==> config.mk <==
export PLATFORM = sky130hd
export DESIGN_NAME = dose_dispense_scheduler
export DESIGN_NICKNAME = d
export VERILOG_FILES = /design/src/rtl/dose_dispense_scheduler.sv
export SDC_FILE = /design/constraint.sdc
export NUM_CORES = 1
export LEC_CHECK = 0
export BUFFER_PORTS_ARGS = -buffer_cell sky130_fd_sc_hd__buf_2
export CAP_MARGIN = 10
export CORE_MARGIN = 3
export CORE_UTILIZATION = 35
export CTS_BUF_LIST = sky130_fd_sc_hd__clkbuf_2 sky130_fd_sc_hd__clkbuf_4 sky130_fd_sc_hd__clkbuf_8
export CTS_CLUSTER_DIAMETER = 80
export DETAILED_ROUTE_END_ITERATION = 8
export GPL_TIMING_DRIVEN = 0
export PLACE_DENSITY = 0.61
export SYNTH_ARGS = -nofsm -noshare
export SYNTH_HDL_FRONTEND = slang
export SYNTH_SLANG_ARGS = --single-unit
==> constraint.sdc <==
create_clock -name clk -period 6.4 [get_ports clk]
set_clock_uncertainty 0.1 [all_clocks]
set_input_delay 0.64 -clock clk [delete_from_list [all_inputs] [get_ports clk]]
set_output_delay 0.64 -clock clk [all_outputs]
set_load 0.05 [all_outputs]
==> src/rtl/dose_dispense_scheduler.sv <==
// Medication box scheduler: hour clock, per-slot dose hours, round-robin dispenser grant, patient alarm/missed tracking.
// Latency: hour_tick at cycle t raises disp_req at t+2; grants are separated by one GAP plus one IDLE cycle.
// Backpressure: disp_req/disp_slot hold until disp_ack or a DISP_TIMEOUT-cycle abandon; the abandoned slot stays pending.
module dose_dispense_scheduler #(
  parameter int DAY_HOURS    = 24,
  parameter int ALARM_HOURS  = 3,
  parameter int DISP_TIMEOUT = 8
) (
  input  logic       clk,
  input  logic       rst,
  input  logic       hour_tick,
  input  logic       cfg_we,
  input  logic [1:0] cfg_slot,
  input  logic [4:0] cfg_hour,
  input  logic       cfg_en,
  input  logic [3:0] taken,
  input  logic       disp_ack,
  output logic [4:0] hour_now,
  output logic       disp_req,
  output logic [1:0] disp_slot,
  output logic [3:0] alarm,
  output logic [3:0] missed
);

  localparam int N_SLOTS = 4;
  localparam int AW      = $clog2(ALARM_HOURS + 1);
  localparam int TW      = $clog2(DISP_TIMEOUT);

  localparam logic [AW-1:0] AGE_LAST  = AW'(ALARM_HOURS);
  localparam logic [TW-1:0] TMO_LAST  = TW'(DISP_TIMEOUT - 1);
  localparam logic [4:0]    HOUR_LAST = 5'(DAY_HOURS - 1);
  localparam logic [4:0]    HOUR_LIM  = 5'(DAY_HOURS);

  typedef enum logic [1:0] {S_IDLE, S_REQ, S_GAP} state_t;

  state_t                 state_q, state_d;
  logic [4:0]             hour_q, hour_d;
  logic [1:0]             disp_slot_q, disp_slot_d;
  logic [1:0]             rr_q, rr_d;
  logic [TW-1:0]          tmo_q, tmo_d;
  logic [N_SLOTS-1:0]     pending_q, pending_d;
  logic [N_SLOTS-1:0]     alarm_q, alarm_d;
  logic [N_SLOTS-1:0]     missed_q, missed_d;
  logic [N_SLOTS-1:0]     en_q, en_d;
  logic [4:0]             sched_q [N_SLOTS];
  logic [4:0]             sched_d [N_SLOTS];
  logic [AW-1:0]          age_q [N_SLOTS];
  logic [AW-1:0]          age_d [N_SLOTS];

  logic                   cfg_ok;
  logic                   ack_fire;
  logic                   pick_vld;
  logic [1:0]             pick_slot;

  // Hour counter and config-write qualification (out-of-range hours drop the whole write)
  always_comb begin
    hour_d = hour_q;
    if (hour_tick) begin
      hour_d = (hour_q == HOUR_LAST) ? 5'd0 : hour_q + 5'd1;
    end
    cfg_ok = cfg_we && (cfg_hour < HOUR_LIM);
  end

  // Dispenser FSM: round-robin pick in IDLE, hold in REQ until ack or timeout, one GAP cycle
  always_comb begin
    state_d     = state_q;
    disp_slot_d = disp_slot_q;
    rr_d        = rr_q;
    tmo_d       = tmo_q;
    ack_fire    = 1'b0;
    pick_vld    = 1'b0;
    pick_slot   = rr_q;
    for (int k = 0; k < N_SLOTS; k++) begin
      if (!pick_vld && pending_q[rr_q + 2'(k)]) begin
        pick_vld  = 1'b1;
        pick_slot = rr_q + 2'(k);
      end
    end
    case (state_q)
      S_IDLE: begin
        if (pick_vld) begin
          disp_slot_d = pick_slot;
          tmo_d       = '0;
          state_d     = S_REQ;
        end
      end
      S_REQ: begin
        if (disp_ack) begin
          ack_fire = 1'b1;
          rr_d     = disp_slot_q + 2'd1;
          state_d  = S_GAP;
        end else if (tmo_q == TMO_LAST) begin
          rr_d    = disp_slot_q + 2'd1;
          state_d = S_GAP;
        end else begin
          tmo_d = tmo_q + TW'(1);
        end
      end
      S_GAP:   state_d = S_IDLE;
      default: state_d = S_IDLE;
    endcase
  end

  // Per-slot schedule, hit detection, pending set/clear, alarm aging and taken handling
  always_comb begin
    pending_d = pending_q;
    alarm_d   = alarm_q;
    missed_d  = '0;
    en_d      = en_q;
    sched_d   = sched_q;
    age_d     = age_q;
    for (int i = 0; i < N_SLOTS; i++) begin
      // A slot is "covered" only while its grant is live in REQ
      if (cfg_ok && (cfg_slot == 2'(i))) begin
        sched_d[i] = cfg_hour;
        en_d[i]    = cfg_en;
        if (!((state_q == S_REQ) && (disp_slot_q == 2'(i)))) begin
          pending_d[i] = 1'b0;
        end
      end
      if (hour_tick && en_q[i] && (hour_d == sched_q[i]) &&
          !pending_q[i] && !alarm_q[i] &&
          !((state_q == S_REQ) && (disp_slot_q == 2'(i))) &&
          !(cfg_ok && (cfg_slot == 2'(i)))) begin
        pending_d[i] = 1'b1;
      end
      // Taken beats a same-cycle expiry, so no missed pulse in that case
      if (alarm_q[i]) begin
        if (taken[i]) begin
          alarm_d[i] = 1'b0;
          age_d[i]   = '0;
        end else if (hour_tick) begin
          if ((age_q[i] + AW'(1)) == AGE_LAST) begin
            alarm_d[i]  = 1'b0;
            missed_d[i] = 1'b1;
            age_d[i]    = '0;
          end else begin
            age_d[i] = age_q[i] + AW'(1);
          end
        end
      end
      if (ack_fire && (disp_slot_q == 2'(i))) begin
        pending_d[i] = 1'b0;
        alarm_d[i]   = 1'b1;
        age_d[i]     = '0;
      end
    end
  end

  // State registers with synchronous reset to the default schedule 3/6/2/5, all enabled
  always_ff @(posedge clk) begin
    if (rst) begin
      state_q     <= S_IDLE;
      hour_q      <= '0;
      disp_slot_q <= '0;
      rr_q        <= '0;
      tmo_q       <= '0;
      pending_q   <= '0;
      alarm_q     <= '0;
      missed_q    <= '0;
      en_q        <= '1;
      sched_q[0]  <= 5'd3;
      sched_q[1]  <= 5'd6;
      sched_q[2]  <= 5'd2;
      sched_q[3]  <= 5'd5;
      age_q       <= '{default: '0};
    end else begin
      state_q     <= state_d;
      hour_q      <= hour_d;
      disp_slot_q <= disp_slot_d;
      rr_q        <= rr_d;
      tmo_q       <= tmo_d;
      pending_q   <= pending_d;
      alarm_q     <= alarm_d;
      missed_q    <= missed_d;
      en_q        <= en_d;
      sched_q     <= sched_d;
      age_q       <= age_d;
    end
  end

  assign hour_now  = hour_q;
  assign disp_req  = (state_q == S_REQ);
  assign disp_slot = disp_slot_q;
  assign alarm     = alarm_q;
  assign missed    = missed_q;

endmodule

==> flow_summary.toml <==
[run_status]
status = "finished clean"

[yosys]
yosysUniqueCellTypes = 58
synth_top_family_by_area = "simple AND/OR/NAND/NOR gates"
async_reset_ff_share_pct = 0
synth_compound_area_share_pct = 17.4
synth_edf_count = 0
yosysWarnings = 0
syn-num-nets = 346
synth-adder-area-share_pct = 3.04
syn_inst = 322
synth-seq-cells = 58
synth-simple-area-share_pct = 21.5
synth_sequential_area_ratio_pct = 40.3
synth_top_flop_cell = "dfxtp_1"
netlist_area_um2 = 2880
avgSynthCellArea_um2 = 8.94
synth_xor_area_share_pct = 5.35
synth_mux_area_share_pct = 7.52

[worst_setup_path]
worstReg2RegEnd = "pending_q[1]$_SDFFE_PP0P_"
path_delay_family = "simple AND/OR/NAND/NOR gates"
critPathKind = "reg -> reg"
path_buf_inv = 0
required_ps = 6570
rrSetupSlack_ps = 3900
cp.arrival_ps = 2670
reg2reg_depth = 6
critPathMaxFanout = 7
slowest_stage = "or4_1"
cp-start-kind = "register"
r2r_start = "hour_now[0]$_SDFF_PP0_"
path_cells = "ha_1, mux2i_2, xor2_1, o2111ai_1, or4_1, a211oi_2"
critical_path.max_stage_delay_ps = 590
worstSetupEndpointType = "register"

[sta]
drv_slew = 0
slew_headroom_pct = 16.4
tns_ps = 0
min_period_over_period_pct = 39.1
period_minus_slack_ps = 2500
hold_violations = 0
timing.hold.ws_ps = 360
worstMarginPinSlew_ps = 1240
fmax_mhz = 399
rsz0062_at_grt = "no"
setup-violations-final = 0

[cells_and_area]
area_delta_synth_final_pct = 17.6
final_cells = 471
n_antenna_cell = 0
fillers = 845
drive_above_1_share_pct = 16.3
nNetsFinal = 388
multi_input_area_um2 = 1580
regArea_um2 = 1160

[grt]
gr-total-overflow = 0
grt_max_degree = 11
grt_pass1_vias = 2285
grtUsageMet1_pct = 19.5
grt_use_met3_pct = 4.69
track_usage_pct = 15.4
grt_pass1_wl_um = 11500
grt.busiest_layer = "met2"
antenna_found_initial = 0
grtUsageMet2_pct = 25.4

[detailed_routing]
drt-wirelength-per-cell_um = 15.1
drt.antenna.violating_nets = 0
finalWirelength_um = 7110
post-route-drc-count = 0
first_pass_iters = 4
vias_per_cell = 5.21
drt-initial-drc-count = 101
routed-via-count = 2454

[hold_path]
hold_class = "reg -> reg"
hp-start = "en_q[2]$_SDFFE_PP1P_"
whs_endpoint = "en_q[2]$_SDFFE_PP1P_"
holdPathStages = 1

[clock_tree]
htree_levels = 3
clockRootBuffer = "clkbuf_8"
worstSkewPairLatency_ps = 340
cts_hold_buf = 0
cts_max_path_buffers = 2
post_cts_resized = 0
post_cts_buffers = 0
cts_sinks = 58
clk_pin_slew_worst_paths_ps = 70
cts_inserted_buffers = 9
cts_tree = "yes"

[power_and_ir_drop]
leakage_nw = 1.40
ir_drop_v = 0.000121
p_per_area_nw_per_um2 = 251

[run]
drv_cap = 0

[floorplan]
die_w_um = 96.7
die_y_um = 96.7
io_pins = 33
row_count = 32
core-area_um2 = 7850
start_util_pct = 36.7
die_area_um2 = 9350

[place]
hpwl_um = 5270
dpl.cell_count = 455
place_congestion = 0.819
numPortBuffers = 31
-- through the flow --
stage                     setup slack, ps  total power, mW  area [um2]  utilization (%)
final                                3900            0.849        3380             43.1
after floorplan                      3870            0.446        2880                -
after detailed placement             3730            0.474        3160             40.3
after global placement               3730            0.473        3160             40.3
after CTS                            3910            0.856        3380             43.1
after global routing                 3760            0.880        3380             43.1
-- layout by cell type (no fill, tap or decap), types with 4 or more instances in the layout --
cell / netlist / final
a211o_1: 14 / 14
a21oi_1: 20 / 20
a22oi_1: 4 / 4
a31oi_1: 4 / 4
buf_2: 2 / 33
clkbuf_1: 10 / 10
clkbuf_8: 0 / 10
dfxtp_1: 58 / 58
ha_1: 7 / 7
inv_1: 18 / 18
mux2i_1: 18 / 18
nand2_1: 13 / 13
nand2b_1: 9 / 9
nand3_1: 5 / 5
nor2_1: 43 / 43
nor2b_1: 10 / 10
nor3_1: 8 / 8
nor3b_1: 5 / 5
o21ai_0: 8 / 8
xnor2_1: 7 / 7
xor2_1: 8 / 8
-- Yosys cell counts (2+ instances only) --
library cell	number	area [um2]
clkbuf_1	10	37.5
or4_1	2	15.0
ha_1	7	87.6
o21bai_1	2	15.0
o21ai_0	8	40.0
dfxtp_1	58	1160
a21oi_1	20	100
nand4b_1	3	26.3
nor4_1	3	18.8
xnor2_1	7	61.3
a211o_1	14	123
and3_1	3	18.8
inv_1	18	67.6
nand2_1	13	48.8
and2_1	3	18.8
nor2b_1	10	62.6
nor3b_1	5	37.5
o2111ai_1	2	17.5
nand4_1	2	12.5
a22oi_1	4	30.0
nor2_1	43	161
mux2i_1	18	180
nand2b_1	9	56.3
buf_2	2	10.0
a31oi_1	4	25.0
xor2_1	8	70.1
nor3_1	8	40.0
a211oi_1	2	15.0
nand3_1	5	25.0
-- state kept, by name (all words and copies together), names as in the netlist --
name	cells
pending_q	4
rr_q	2
disp_slot	2
age_q	8
state_q	2
alarm	4
missed	4
hour_now	5
en_q	4
tmo_q	3
sched_q	20
-- logic make-up after synthesis --
kind of cell,Yosys count
AND/OR/NAND/NOR,117
AO/OA/AOI/OAI,71
flip-flops,58
buffers and inverters,33
multiplexers,20
XOR/XNOR,16
adder cells (fa/ha/maj),7
-- routing by layer --
layer  part of all wire, %  vias up
met5                     0        -
met4                   1.2        0
met3                   4.9        9
met2                    47       52
met1                    47     1168
li1                      -     1225
-- how the worst max path moves through the flow --
stage | depth (start not counted) | end | slack [ps] | from
after global routing | 6 | pending_q[1]$_SDFFE_PP0P_ | 3760 | hour_now[0]$_SDFF_PP0_
final | 6 | pending_q[1]$_SDFFE_PP0P_ | 3900 | hour_now[0]$_SDFF_PP0_
after CTS | 6 | pending_q[1]$_SDFFE_PP0P_ | 3910 | hour_now[0]$_SDFF_PP0_
after global placement | 6 | pending_q[1]$_SDFFE_PP0P_ | 3730 | rst
after detailed placement | 6 | pending_q[1]$_SDFFE_PP0P_ | 3730 | rst
after floorplan | 6 | pending_q[1]$_SDFFE_PP0P_ | 3870 | hour_now[0]$_SDFF_PP0_
-- report_power, final --
group	total (mW)	switching (mW)	internal, mW	leakage (nW)
logic	0.0860	0.0531	0.0329	0.817
registers	0.380	0.00896	0.371	0.470
clock network	0.383	0.150	0.233	0.113
total	0.849	0.212	0.637	1.40
-- area by class of cell --
cell class                 instances  share of cell area [%]
sequential                        58                    34.3
tap                              102                    3.77
clock inverter                     5                    2.29
multi-input combinational        231                    46.7
buffer                            15                    2.07
timing repair buffer              31                    4.59
clock buffer                      11                    4.29
inverter                          18                    2.00
Power figures use the tool's default switching activity.
